**src/rtl/uart_rx_deserializer.sv**
```systemverilog
`timescale 1ns/1ps
// uart_rx_deserializer
// UART receive datapath. It qualifies start bits on the oversample tick,
// takes a majority vote of VOTE_SAMPLES samples around mid-bit, and runs a
// frame FSM: START, DATA (LSB first, 5..MAX_DATA_BITS bits), optional PARITY,
// then the first STOP bit. Each finished character is reported with its
// parity, framing and break status.
//
// Ports
//   pclk, presetn     clock, asynchronous active-low reset
//   baud_tick         one-pclk oversample enable (OVERSAMPLE ticks per bit)
//   rx_en             receiver enable; low aborts the current frame
//   uart_rxd          asynchronous serial line (two-flop synchronised)
//   loop, loop_txd    loopback select and transmitter output (unsynchronised)
//   data_len          data bits per character, clamped to 5..MAX_DATA_BITS
//   pen, eps, sp      parity enable, even/odd select, stick parity
//   rx_valid          one-pclk pulse per finished character
//   rx_data           character, zero-extended; held until next rx_valid
//   parity_error, frame_error, break_int   status, held with rx_data
//   rx_busy           frame in progress
//
// Optional build macro UART_RX_STICK_PARITY_EN: when defined, sp = 1 with
// pen = 1 forces the expected parity bit to ~eps. When undefined sp is
// ignored (the port stays for interface stability).
module uart_rx_deserializer #(
  parameter int MAX_DATA_BITS = 8,
  parameter int OVERSAMPLE    = 16,
  parameter int VOTE_SAMPLES  = 3
) (
  input  logic                     pclk,
  input  logic                     presetn,
  input  logic                     baud_tick,
  input  logic                     rx_en,
  input  logic                     uart_rxd,
  input  logic                     loop,
  input  logic                     loop_txd,
  input  logic [4:0]               data_len,
  input  logic                     pen,
  input  logic                     eps,
  input  logic                     sp,
  output logic                     rx_valid,
  output logic [MAX_DATA_BITS-1:0] rx_data,
  output logic                     parity_error,
  output logic                     frame_error,
  output logic                     break_int,
  output logic                     rx_busy
);

  localparam int TW = $clog2(OVERSAMPLE);
  localparam int BW = (MAX_DATA_BITS > 1) ? $clog2(MAX_DATA_BITS) : 1;
  localparam int VW = $clog2(VOTE_SAMPLES + 1);
  localparam logic [TW-1:0] SAMP_LO   = TW'(OVERSAMPLE/2 - VOTE_SAMPLES/2);
  localparam logic [TW-1:0] SAMP_HI   = TW'(OVERSAMPLE/2 + VOTE_SAMPLES/2);
  localparam logic [TW-1:0] TICK_LAST = TW'(OVERSAMPLE - 1);
  localparam logic [VW-1:0] VOTE_HALF = VW'(VOTE_SAMPLES/2);

  typedef enum logic [2:0] {S_IDLE, S_START, S_DATA, S_PARITY, S_STOP} state_e;

  state_e                   state_q;
  logic                     sync1_q, sync2_q;
  logic [TW-1:0]            tick_cnt_q;
  logic [VW-1:0]            ones_q;
  logic [BW-1:0]            bit_idx_q, last_idx_q;
  logic [MAX_DATA_BITS-1:0] shift_q;
  logic                     pen_q, eps_q;
  logic                     par_err_q, par_bit_q;
  logic                     armed_q;
  logic                     rx_valid_q, pe_q, fe_q, brk_q;
  logic [MAX_DATA_BITS-1:0] rx_data_q;

  logic                     serial_in, in_win, vote_pt, last_tick, vote, exp_par;
  logic [VW-1:0]            ones_d;
  logic [4:0]               len_d;
  logic [BW-1:0]            last_idx_d;

`ifdef UART_RX_STICK_PARITY_EN
  logic sp_q;
`else
  logic unused_sp;
  assign unused_sp = sp;
`endif

  assign serial_in = loop ? loop_txd : sync2_q;
  assign in_win    = (tick_cnt_q >= SAMP_LO) && (tick_cnt_q <= SAMP_HI);
  assign vote_pt   = (tick_cnt_q == SAMP_HI);
  assign last_tick = (tick_cnt_q == TICK_LAST);
  // The current sample is folded in combinationally so the decision lands on
  // the last sample tick itself.
  assign ones_d    = ones_q + VW'(serial_in);
  assign vote      = (ones_d > VOTE_HALF);

  always_comb begin
    len_d = data_len;
    if (data_len < 5'd5)                          len_d = 5'd5;
    else if (data_len > 5'(MAX_DATA_BITS))        len_d = 5'(MAX_DATA_BITS);
  end
  assign last_idx_d = BW'(len_d - 5'd1);

  // Unused high bits of shift_q stay 0, so a full-width XOR is the data parity.
  always_comb begin
    exp_par = eps_q ? (^shift_q) : ~(^shift_q);
`ifdef UART_RX_STICK_PARITY_EN
    if (sp_q) exp_par = ~eps_q;
`endif
  end

  always_ff @(posedge pclk or negedge presetn) begin
    if (!presetn) begin
      sync1_q    <= 1'b1;
      sync2_q    <= 1'b1;
      state_q    <= S_IDLE;
      tick_cnt_q <= '0;
      ones_q     <= '0;
      bit_idx_q  <= '0;
      last_idx_q <= '0;
      shift_q    <= '0;
      pen_q      <= 1'b0;
      eps_q      <= 1'b0;
`ifdef UART_RX_STICK_PARITY_EN
      sp_q       <= 1'b0;
`endif
      par_err_q  <= 1'b0;
      par_bit_q  <= 1'b0;
      armed_q    <= 1'b0;
      rx_valid_q <= 1'b0;
      rx_data_q  <= '0;
      pe_q       <= 1'b0;
      fe_q       <= 1'b0;
      brk_q      <= 1'b0;
    end else begin
      sync1_q    <= uart_rxd;
      sync2_q    <= sync1_q;
      rx_valid_q <= 1'b0;
      if (!rx_en) begin
        state_q    <= S_IDLE;
        tick_cnt_q <= '0;
        ones_q     <= '0;
        bit_idx_q  <= '0;
        armed_q    <= 1'b0;
      end else if (baud_tick) begin
        if (state_q != S_IDLE) begin
          tick_cnt_q <= last_tick ? '0 : tick_cnt_q + TW'(1);
          if (in_win) ones_q <= vote_pt ? '0 : ones_d;
        end
        case (state_q)
          // A start needs a fresh high-to-low transition: armed_q is set by a
          // high sample and cleared by reset, rx_en and a low stop bit, so a
          // held-low line (break) cannot retrigger.
          S_IDLE: begin
            if (serial_in) armed_q <= 1'b1;
            else if (armed_q) begin
              state_q    <= S_START;
              tick_cnt_q <= '0;
              ones_q     <= '0;
              last_idx_q <= last_idx_d;
              pen_q      <= pen;
              eps_q      <= eps;
`ifdef UART_RX_STICK_PARITY_EN
              sp_q       <= sp;
`endif
              shift_q    <= '0;
              par_err_q  <= 1'b0;
              par_bit_q  <= 1'b0;
            end
          end
          S_START: begin
            if (vote_pt && vote) begin
              state_q    <= S_IDLE;
              tick_cnt_q <= '0;
            end else if (last_tick) begin
              state_q   <= S_DATA;
              bit_idx_q <= '0;
            end
          end
          S_DATA: begin
            if (vote_pt) shift_q[bit_idx_q] <= vote;
            if (last_tick) begin
              if (bit_idx_q == last_idx_q) state_q <= pen_q ? S_PARITY : S_STOP;
              else                         bit_idx_q <= bit_idx_q + BW'(1);
            end
          end
          S_PARITY: begin
            if (vote_pt) begin
              par_err_q <= (vote != exp_par);
              par_bit_q <= vote;
            end
            if (last_tick) state_q <= S_STOP;
          end
          S_STOP: begin
            // Leave mid-stop so a start edge right after the stop bit is seen.
            if (vote_pt) begin
              rx_valid_q <= 1'b1;
              rx_data_q  <= shift_q;
              pe_q       <= pen_q & par_err_q;
              fe_q       <= ~vote;
              brk_q      <= (shift_q == '0) && !(pen_q && par_bit_q) && !vote;
              armed_q    <= vote;
              state_q    <= S_IDLE;
              tick_cnt_q <= '0;
            end
          end
          default: state_q <= S_IDLE;
        endcase
      end
    end
  end

  assign rx_valid     = rx_valid_q;
  assign rx_data      = rx_data_q;
  assign parity_error = pe_q;
  assign frame_error  = fe_q;
  assign break_int    = brk_q;
  assign rx_busy      = (state_q != S_IDLE);

endmodule

```
**config.mk**
```make
export PLATFORM = sky130hd
export DESIGN_NAME = uart_rx_deserializer
export DESIGN_NICKNAME = d
export VERILOG_FILES = /design/src/rtl/uart_rx_deserializer.sv
export SDC_FILE = /design/constraint.sdc
export NUM_CORES = 1
export LEC_CHECK = 0
export BUFFER_PORTS_ARGS = -buffer_cell sky130_fd_sc_hd__buf_2
export CAP_MARGIN = 20
export CORE_ASPECT_RATIO = 1.2
export CORE_MARGIN = 2
export CORE_UTILIZATION = 50
export CTS_BUF_LIST = sky130_fd_sc_hd__clkbuf_4 sky130_fd_sc_hd__clkbuf_8 sky130_fd_sc_hd__clkbuf_16
export CTS_CLUSTER_SIZE = 25
export DETAILED_ROUTE_END_ITERATION = 10
export GPL_ROUTABILITY_DRIVEN = 0
export PLACE_DENSITY = 0.72
export SYNTH_ARGS = -nofsm -noshare
export SYNTH_HDL_FRONTEND = slang
export SYNTH_SLANG_ARGS = --single-unit
```
**constraint.sdc**
```tcl
create_clock -name pclk -period 2.1 [get_ports pclk]
set_input_delay 0.105 -clock pclk [delete_from_list [all_inputs] [get_ports pclk]]
set_output_delay 0.105 -clock pclk [all_outputs]
set_load 0.02 [all_outputs]
```
# After elaboration in Yosys (flattened, before gate mapping)
# Cells that the tools add are included.
# word_totals
regBits	42
inputBits	15
word_cells	141
# classes
addsub	4
order_cmp	7
n_eq_ne	26
muxes	61
n_bitwise	4
reduce_logical	21
# op_table
cell	n
$mux W3	19
$mux W4	8
$ne A3 B3 Y1 const B	10
$mux W8	3
$reduce_and A6 Y1	3
$mux W2	8
$pmux W8 S2	1
$pmux W3 S5	1
$mux W1	14
$pmux W4 S3	1
$ne A2 B2 Y1 const B	5
$bwmux W8	1
$eq A4 B4 Y1 const B	2
$logic_not A8 Y1	1
$reduce_and A4 Y1	2
$reduce_and A8 Y1	1
$reduce_xor A8 Y1	1
$eq A3 B2 Y1 const B	2
$logic_and A1 B1 Y1	6
$ne A3 B1 Y1 const B	2
$pmux W1 S2	3
$pmux W3 S2	1
$gt A5 B4 Y1 const B	1
$lt A5 B3 Y1 const B	1
22 further kinds	26

# Longest topological paths before layout
# Gate-level depths: netlist of the first run.
# depth
word_depth	10
mapped_depth	7

# Least setup slack after synthesis of the first run
# No wires, ideal clock.
# synth_path
path_type	register to register
start	register sync2_q
end	register state_q[1]
arrival_time_ns	1.849
required_ns	2.013
slack_ns	0.164
path_stages_with_launch	8
n_path_buf	0
period_less_slack_ns	1.936
path_cell_list	dfstp_2 mux2i_1 inv_1 ha_1 xor2_1 a311oi_1 o21a_1 o211ai_1
# synth_between
elab_chain_len	8
# synth_rtl
element	line	text
start, declared	60	logic sync1_q, sync2_q;
start signal, assigned	132	sync2_q <= sync1_q;
$mux W1 (*)	83	assign serial_in = loop ? loop_txd : sync2_q;
$add A2 B1 Y2	89	assign ones_d = ones_q + VW'(serial_in);
$gt A2 B1 Y1	90	assign vote = (ones_d > VOTE_HALF);
$logic_and A1 B1 Y1	167	if (vote_pt && vote) begin
$mux W3	167	
$pmux W3 S5	145	case (state_q)
$mux W3	140	end else if (baud_tick) begin
$mux W3	134	if (!rx_en) begin
end signal, assigned	178	if (bit_idx_q == last_idx_q) state_q <= pen_q ? S_PARITY : S_STOP;
end, declared	59	state_e state_q;
# Mark *: on every way between the ends. The rest lies on a longest branch, timed or not. The select of a mux whose other input is x is not followed.
# A chain may end at the register's enable or synchronous reset.

# Worst setup path in the final report of the first run
# layout_path
start	register tick_cnt_q[1]
end	register shift_q[1]
# layout_between
elab_chain_len	3
# layout_rtl
element	line	text
start, declared	61	logic [TW-1:0] tick_cnt_q;
start signal, assigned	142	tick_cnt_q <= last_tick ? '0 : tick_cnt_q + TW'(1);
$eq A4 B4 Y1	85	assign vote_pt = (tick_cnt_q == SAMP_HI);
$ne A2 B2 Y1 (no line)	-	
$reduce_and A6 Y1 (no line)	-	
end signal, assigned by index	176	if (vote_pt) shift_q[bit_idx_q] <= vote;
end, declared	64	logic [MAX_DATA_BITS-1:0] shift_q;
# Every way passes these cells.

==> flow_summary.toml, run 1 <==
[outcome]
outcome = "complete, no violations"

[synthesis]
synth_top_family_by_area = "compound AO/OA/AOI/OAI gates"
synth_top_cells_by_area = "dfrtp_1 (40%), ha_1 (5.0%), nand2_1 (4.5%), o21ai_0 (3.6%), inv_1 (3.2%)"
synth_xor_area_share_pct = 3.88
synthesis.area_um2 = 2490
synth-adder-area-share_pct = 5.03
synthTopCellsByCount = "dfrtp_1 (40), nand2_1 (30), inv_1 (21)"
ys_async_sr_fraction_pct = 100
yosysSeqAreaShare_pct = 42.4
synth_compound_area_share_pct = 20.8
synth_simple_gate_area_share_pct = 18.7
ys.flop_type = "dfrtp_1"
ys_ff_latch = 42
synth_enable_flop_cells = 0
synth.distinct_cells = 58
syn_nets = 286
synth_top_area_share_pct = 40.3
ys_warn_count = 0
yosysMostFrequentCell = "dfrtp_1"
synth_top_area_cell = "dfrtp_1"
syn_area_per_cell_um2 = 9.53
muxShareOfSynthArea_pct = 3.02
netlist_instances = 261

[clock_network]
cts.path.max_buffers = 2
cts_buffers = 5
post_cts_buffers = 0
cts_max_level = 2
cts_tree = "built"
clock_latency_ns = 0.30
path_clk_slew_ns = 0.08
cts-root-buf = "clkbuf_8"
cts_sinks = 42

[sta]
slew_headroom_pct = 38.8
finalMaxSlewViolations = 0
fin_worst_skew_ns = 0.00944
fmax_mhz = 493
post-route-period-util_pct = 96.5
rsz0062_at_grt = "yes"
period_needed_ns = 2.03
hold_violations = 0
worst_pin_slew_ns = 0.918
setup_viol = 0

[die]
die_h_um = 81.2
num_io_pins = 28
rows = 28
start_util_pct = 51.1
chipWidth_um = 68.4
die-area_um2 = 5550
core_um2 = 4870

[global_routing]
grt_antenna_before_repair = 0
overflow = 0
grt_max_degree = 43
grt_pass1_vias = 1876
grt_pass1_wl_um = 8540
grt.total_usage_pct = 20.5

[critical_path]
crit_required_ns = 2.27
cp_cell_sequence = "inv_1, ha_1, nand3b_1, or4b_1, o311ai_4, o31ai_2"
rr_worst_depth = 6
reg2reg_to = "shift_q[1]$_DFFE_PN0P_"
worstPathArrival_ns = 2.20
cp_top_family = "simple AND/OR/NAND/NOR gates"
rr_startpoint = "tick_cnt_q[1]$_DFFE_PN0N_"
cp_slowest_cell = "or4b_1"
path_max_fanout = 5
worstSetupStartpointType = "flip-flop"
crit_buf_inv = 1
reg2reg_slack_ns = 0.07
slowest_delay_ns = 0.65
endpoint_kind = "flip-flop"
critical_path_class = "flip-flop to flip-flop"

[power_and_ir_drop]
design_power_total_w = 0.00181
power_density_nw_per_um2 = 636
vdd_drop_max_uv = 267
power_leakage_nw = 1.26

[routing]
drt-total-wl_um = 5230
routed_via_density = 5.69
dr.pass1.iters = 4
drtAntennaViolNets = 0
drtIter0Drc = 95
vias = 2015
drc = 0
drt-wirelength-per-cell_um = 14.8

[run]
drv_cap = 0

[worst_hold_path]
hold_path.startpoint = "eps"
hp-class = "input pin to flip-flop"
min_to = "eps_q$_DFFE_PN0P_"
min_delay_path_depth = 2

[final_layout]
num_antenna_cells = 0
syn_to_final_growth_pct = 14.7
drive_gt1_share_pct = 20.4
final_nets = 318
final_core_util_pct = 58.6

[place]
port_buffers = 26
dp_hpwl_um = 3850
## power breakdown
group | total, W | switching (W) | internal, W
Clock | 0.000649 | 0.000281 | 0.000368
Sequential | 0.000905 | 0.0000424 | 0.000862
Combinational | 0.000259 | 0.000143 | 0.000116
## worst reg2reg max path: stages (launching register included)
cell and delay, ns:
dfrtp_1 0.43, inv_1 0.10, ha_1 0.21, nand3b_1 0.16
or4b_1 0.65, o311ai_4 0.26, o31ai_2 0.10
## sequential cells by signal, indices dropped and copies added, names as in the netlist
| signal | cells |
|---|---|
| rx_data | 8 |
| shift_q | 8 |
| tick_cnt_q | 4 |
| bit_idx_q | 3 |
| last_idx_q | 3 |
| state_q | 3 |
| ones_q | 2 |
| armed_q | 1 |
| break_int | 1 |
| eps_q | 1 |
| frame_error | 1 |
| par_bit_q | 1 |
| par_err_q | 1 |
| parity_error | 1 |
| pen_q | 1 |
| rx_valid | 1 |
| sync1_q | 1 |
| sync2_q | 1 |
## worst max-delay path by stage
stage,slack (ns),to,from,cells past startpoint
5_1_grt,-0.03,state_q[0]$_DFFE_PN0P_,sync2_q$_DFF_PN1_,7
3_3_place_gp,0.13,shift_q[1]$_DFFE_PN0P_,tick_cnt_q[1]$_DFFE_PN0N_,6
6_report,0.07,shift_q[1]$_DFFE_PN0P_,tick_cnt_q[1]$_DFFE_PN0N_,6
4_1_cts,0.07,shift_q[1]$_DFFE_PN0P_,tick_cnt_q[1]$_DFFE_PN0N_,6
3_5_place_dp,0.08,shift_q[1]$_DFFE_PN0P_,tick_cnt_q[1]$_DFFE_PN0N_,6
2_1_floorplan,0.16,state_q[1]$_DFFE_PN0P_,sync2_q$_DFF_PN1_,7
## routing by layer
layer | track usage (%) | up-vias | share of wire (%)
met1 | 24.1 | 947 | 42
met4 | 8.20 | 0 | 2.4
met2 | 35.9 | 49 | 51
met5 | 0 | - | 0
li1 | - | 1007 | -
met3 | 4.02 | 12 | 3.8
## timing repair
action,4_1_cts,5_1_grt
endpoints found under the hold margin,41,0
hold buffers,2,0
resized for setup,0,2
setup endpoints to repair,0,4
## cells in the final DEF (no fill, tap or decap), types with 2 or more instances in the layout
cell type      count
dfrtp_1           40
nand2_1           30
buf_2             26
inv_1             21
o21ai_0           18
nand3_1           11
buf_4             11
nor2_1            10
ha_1              10
xnor2_1            9
a32o_1             7
o21ai_1            7
o211ai_1           6
nand2b_1           5
clkbuf_8           5
nand4_1            4
a21oi_1            4
mux2i_1            3
nand3b_1           3
nor2b_1            3
and3_1             3
a211oi_1           3
mux2_4             3
a31o_2             2
o22ai_1            2
xor2_1             2
or2b_1             2
nand4b_1           2
a31oi_1            2
o32ai_1            2
o2111ai_1          2
a21o_1             2
a2111oi_0          2
dlygate4sd3_1      2
dfstp_2            2
## cell families (layout without fill, tap and decap cells)
| group | count (synthesis) | after routing |
|---|---|---|
| compound gates | 71 | 71 |
| xor+xnor | 11 | 11 |
| fa+ha+maj | 10 | 10 |
| buf+inv | 36 | 69 |
| flops | 42 | 42 |
| mux | 6 | 6 |
| simple gates | 85 | 85 |
## final cells by class
class	instances	area [um^2]
tap	60	75.1
sequential	42	1050
clock buffer	6	76.3
multi-input combinational	183	1290
inverter	22	85.1
timing repair buffer	39	233
fill	451	2020
clock inverter	2	37.5
## through the flow
step / setup slack, ns / TNS (ns) / cell area [um^2] / hold slack [ns] / cells
finish: 0.0735 / 0 / 2850 / 0.0306 / 354
CTS: 0.0674 / 0 / 2840 / 0.0263 / 354
floorplan: 0.164 / 0 / 2490 / -0.191 / 261
detailed placement: 0.0807 / 0 / 2710 / 0.213 / 344
global placement: 0.128 / 0 / 2710 / 0.210 / 344
global route: -0.0340 / -0.0611 / 2850 / 0.0158 / 354
No activity file was read; power rests on OpenSTA's default activity.
==> run 2: changes to the inputs <==
Settings changed: CELL_PAD_IN_SITES_DETAIL_PLACEMENT from default to 1, CELL_PAD_IN_SITES_GLOBAL_PLACEMENT from default to 1, CORE_UTILIZATION 50 to 45, PLACE_DENSITY 0.72 to 0.81.
==> run 2 against run 1 <==
Compared with the run above: die area increased by 10%; worst hold slack better by 0.0088 ns; non-clock buffer count rose by 7; combinational power is 7% higher; register-to-register slack improved by 0.04 ns; highest routed layer unchanged; clock-buffer cell count shrank 1; clock skew down 0.0030 ns; sequential power up 0.7%; cell count grew 2.5%.
==> flow_summary.toml, run 2 (synthesis results as in run 1) <==
[outcome]
outcome = "complete, no violations"

[final_layout]
num_antenna_cells = 0
final_cell_mix = "dfrtp_1 (40), nand2_1 (30), buf_2 (26)"
mostFrequentLayoutCell = "dfrtp_1"
syn_to_final_growth_pct = 16.9
finalInstanceArea_um2 = 2910
fillers = 631
drive_gt1_share_pct = 23.6
final_nets = 325

[worst_hold_path]
hp-class = "input pin to flip-flop"
min_to = "pen_q$_DFFE_PN0P_"
hold_path.startpoint = "pen"
min_delay_path_depth = 2

[critical_path]
worstSetupStartpointType = "flip-flop"
endpoint_kind = "flip-flop"
rr_worst_depth = 7
startpoint = "tick_cnt_q[1]$_DFFE_PN0N_"
crit_required_ns = 2.29
worstPathArrival_ns = 2.17
rr_startpoint = "tick_cnt_q[1]$_DFFE_PN0N_"
cp_cell_sequence = "inv_1, ha_1, nand3b_1, buf_4, or4_1, nand3_1, o21ai_1"
path_max_fanout = 5
crit_buf_inv = 2
slowest_delay_ns = 0.57
reg2reg_slack_ns = 0.11
critical_path_class = "flip-flop to flip-flop"
cp_slowest_cell = "or4_1"
reg2reg_to = "par_err_q$_DFFE_PN0P_"
cp_top_family = "simple AND/OR/NAND/NOR gates"

[clock_network]
cts_buffers = 5
cts_sinks = 42
cts_max_level = 2
cts_tree = "built"
post_cts_buffers = 0
cts.path.max_buffers = 2
cts-root-buf = "clkbuf_8"
clock_latency_ns = 0.30
path_clk_slew_ns = 0.09

[routing]
drt-wirelength-per-cell_um = 17.5
drt-total-wl_um = 6350
drtAntennaViolNets = 0
dr.pass1.iters = 4
vias = 2161
drtIter0Drc = 105
routed_via_density = 5.95
drc = 0

[power_and_ir_drop]
power_density_nw_per_um2 = 597
power_leakage_nw = 1.28
vdd_drop_max_uv = 286

[sta]
finalMaxSlewViolations = 0
setup_viol = 0
setup_tns_ns = 0
hold_ws_ns = 0.0394
post-route-period-util_pct = 94.6
setup_ws_ns = 0.114
slew_headroom_pct = 68.9
period_needed_ns = 1.99
fin_worst_skew_ns = 0.00645
worst_pin_slew_ns = 0.466
hold_violations = 0
fmax_mhz = 504

[global_routing]
grt_pass1_wl_um = 10900
grt_antenna_before_repair = 0
grt_max_degree = 24
grt.total_usage_pct = 22.5
overflow = 0
grt_pass1_vias = 2377

[place]
port_buffers = 26
pre_cts_ws_ns = 0.0808
place_area_um2 = 2760
dp_hpwl_um = 4870

[die]
start_util_pct = 46.9
num_io_pins = 28
chipWidth_um = 71.9
die-area_um2 = 6140
core_um2 = 5300
rows = 29
die_h_um = 85.4

[run]
drv_cap = 0
[run 2: cell types whose count changed in the layout (fill, tap and decap cells not counted), sizes merged]
cell and change:
buf +7, bufinv -1, clkbuf -1, clkinvlp +1, inv +1
[run 2: worst register-to-register path: stages (launching register included)]
cell and delay [ns]:
dfrtp_1 0.39, inv_1 0.08, ha_1 0.21, nand3b_1 0.20, buf_4 0.22, or4_1 0.57, nand3_1 0.14, o21ai_1 0.08
[run 2: report_power, final]
part / switching (W) / internal [W]
Combinational: 0.000155 / 0.000123
Clock: 0.000310 / 0.000238
Sequential: 0.0000489 / 0.000862
[run 2: worst max path at each step]
stage	endpoint	slack, ns	cells after the start
floorplan	state_q[1]$_DFFE_PN0P_	0.16	7
CTS	state_q[0]$_DFFE_PN0P_	0.05	7
global placement	shift_q[1]$_DFFE_PN0P_	0.16	6
finish	par_err_q$_DFFE_PN0P_	0.11	7
detailed placement	shift_q[1]$_DFFE_PN0P_	0.08	6
global route	tick_cnt_q[0]$_DFFE_PN0N_	-0.002	8
[run 2: cell type report]
type | count | area (um^2) | share of cell area (%)
multi-input cells | 183 | 1310 | 45.2
flip-flops and latches | 42 | 1050 | 36.2
repair buffers | 46 | 285 | 9.81
inverters | 22 | 85.1 | 2.93
well taps | 62 | 77.6 | 2.67
clock buffers | 5 | 68.8 | 2.37
clock inverters | 3 | 23.8 | 0.818
[run 2: per-stage QoR]
| stage | std cells | utilization, % | total power (W) |
|---|---|---|---|
| final | 363 | 54.9 | 0.00174 |
| after global routing | 363 | 54.9 | 0.00181 |
| after CTS | 363 | 54.2 | 0.00175 |
| after detailed placement | 353 | 52.1 | 0.00120 |
| after global placement | 353 | 52.1 | 0.00118 |
| after floorplan | 261 | - | 0.00109 |
[run 2: timing repair]
action | in CTS | in global routing
gates resized for setup | 0 | 7
hold buffers | 2 | 0
endpoints found under the hold margin | 18 | 0
endpoints found under the setup margin | 0 | 11
[run 2: metal layers]
metal	vias to the layer above	part of all wire, %	global-route usage [%]
met5	-	0	0
met2	42	53	40.3
met4	0	1.4	8.23
li1	1025	-	-
met1	1086	42	26.7
met3	8	3.3	3.68
==> run 3: changes to the inputs <==
Settings changed: CORE_UTILIZATION 45 to 41, PLACE_DENSITY 0.81 to 0.78.
Clock period 2.1 ns to 1.7 ns, I/O delays scaled along.
==> run 3 against run 2 <==
Compared with the run above: the flow now finishes with violations (negative setup slack); clock-buffer cell count did not move; maximum frequency rose by 2.2%; worst hold slack got worse by 0.025 ns; cell count rose by 19%; sequential power rose by 25%; non-clock buffer count rose by 49; flip-flop and latch count did not move.
==> flow_summary.toml, run 3 (synthesis results as in run 1) <==
[sta]
fmax_mhz = 514
hold_ws_ns = 0.0145
slew_headroom_pct = 63.9
worst_pin_slew_ns = 0.538
setup_ws_ns = -0.244
hold_violations = 0
finalMaxSlewViolations = 0
rsz0062_at_grt = "yes"
post-route-period-util_pct = 114
setup_viol = 36
period_needed_ns = 1.94
fin_worst_skew_ns = 0.0102

[clock_network]
path_clk_slew_ns = 0.09
clock_latency_ns = 0.31
cts_buffers = 5
cts_max_level = 2
cts-root-buf = "clkbuf_8"
cts_sinks = 42
cts.path.max_buffers = 2
cts_tree = "built"

[critical_path]
cp_top_family = "simple AND/OR/NAND/NOR gates"
rr_startpoint = "tick_cnt_q[1]$_DFFE_PN0N_"
path_max_fanout = 4
cp_slowest_cell = "or4b_4"
crit_required_ns = 1.89
crit_buf_inv = 1
worstSetupStartpointType = "flip-flop"
critical_path_class = "flip-flop to flip-flop"
slowest_delay_ns = 0.63
startpoint = "tick_cnt_q[1]$_DFFE_PN0N_"
endpoint_kind = "flip-flop"
cp_cell_sequence = "inv_2, ha_4, nand3b_1, or4b_4, o311ai_4, o31ai_2"
cp.depth = 6
worstPathArrival_ns = 2.13
rr_worst_depth = 6

[power_and_ir_drop]
design_power_total_w = 0.00261
power_leakage_nw = 1.67
power_density_nw_per_um2 = 678
vdd_drop_max_uv = 571

[global_routing]
met1_usage_pct = 29.9
grt_antenna_before_repair = 0
busiest_layer = "met2"
globalRouteMet3Util_pct = 3.83
grt_use_met2_pct = 48.4
grt_max_degree = 43
grt_pass1_wl_um = 13000
grt.total_usage_pct = 26.7
grt_pass1_vias = 2497
overflow = 0

[routing]
drc = 0
drtIter0Drc = 175
dr.pass1.iters = 5
routed_via_density = 6.05
drt-total-wl_um = 10300
drtAntennaViolNets = 0
vias = 2620
drt-wirelength-per-cell_um = 23.8

[worst_hold_path]
hold_path.startpoint = "pen"
hp-class = "input pin to flip-flop"
min_delay_path_depth = 2

[die]
chipWidth_um = 75.1
rows = 31
start_util_pct = 41.9
die-area_um2 = 6710
die_h_um = 89.3
core_um2 = 5930
num_io_pins = 28

[outcome]
outcome = "finished with violations"
violations = "negative setup slack"

[final_layout]
num_antenna_cells = 0
finalInstanceArea_um2 = 3840
mostFrequentLayoutCell = "buf_4"
fillers = 647
syn_to_final_growth_pct = 54.7
final_nets = 375
drive_gt1_share_pct = 50.7
final_cell_mix = "buf_4 (53), dfrtp_1 (38), buf_2 (26)"

[place]
dp_hpwl_um = 5360
place_area_um2 = 3030
port_buffers = 26
pre_cts_ws_ns = -0.160

[run]
drv_cap = 0
-- run 3: layout make-up --
cell class	count	area, um^2	share of cell area, %
Multi-Input combinational cell	184	1710	44.5
Sequential cell	42	1060	27.5
Timing Repair Buffer	95	751	19.5
Tap cell	82	103	2.67
Inverter	22	87.6	2.28
Clock buffer	5	68.8	1.79
Clock inverter	3	68.8	1.79
-- run 3: routing by layer --
metal | up-vias | wire [um]
li1 | 1132 | -
met2 | 121 | 5600
met4 | 0 | 646
met5 | - | 0
met1 | 1312 | 3560
met3 | 55 | 480
-- run 3: final timing paths --
check,end,slack [ns]
worst min register to register,sync2_q$_DFF_PN1_,0.36
max in group asynchronous,state_q[0]$_DFFE_PN0P_,0.91
min in group asynchronous,rx_data[1]$_DFFE_PN0P_,0.40
worst max register to register,shift_q[1]$_DFFE_PN0P_,-0.24
worst min-delay path,pen_q$_DFFE_PN0P_,0.01
worst max-delay path,shift_q[1]$_DFFE_PN0P_,-0.24
-- run 3: repair_timing --
| item | in CTS | in global routing |
|---|---|---|
| cloned | 1 | 3 |
| setup buffers | 13 | 9 |
| pin swaps | 9 | 29 |
| hold buffers | 2 | 0 |
| gates resized for setup | 34 | 66 |
| setup endpoints to repair | 37 | 40 |
| hold endpoints to repair | 41 | 0 |
-- run 3: through the flow --
step | utilization (%) | TNS (ns) | instances
2_1_floorplan | - | -2.55 | 261
3_3_place_gp | 51.1 | -2.01 | 399
3_5_place_dp | 51.1 | -3.55 | 399
4_1_cts | 58.2 | -2.57 | 422
5_1_grt | 64.8 | -6.91 | 433
6_report | 64.8 | -4.79 | 433
-- run 3: power breakdown --
group	internal (W)	switching, W
Sequential	0.00107	0.0000718
Clock	0.000589	0.000404
Combinational	0.000220	0.000257
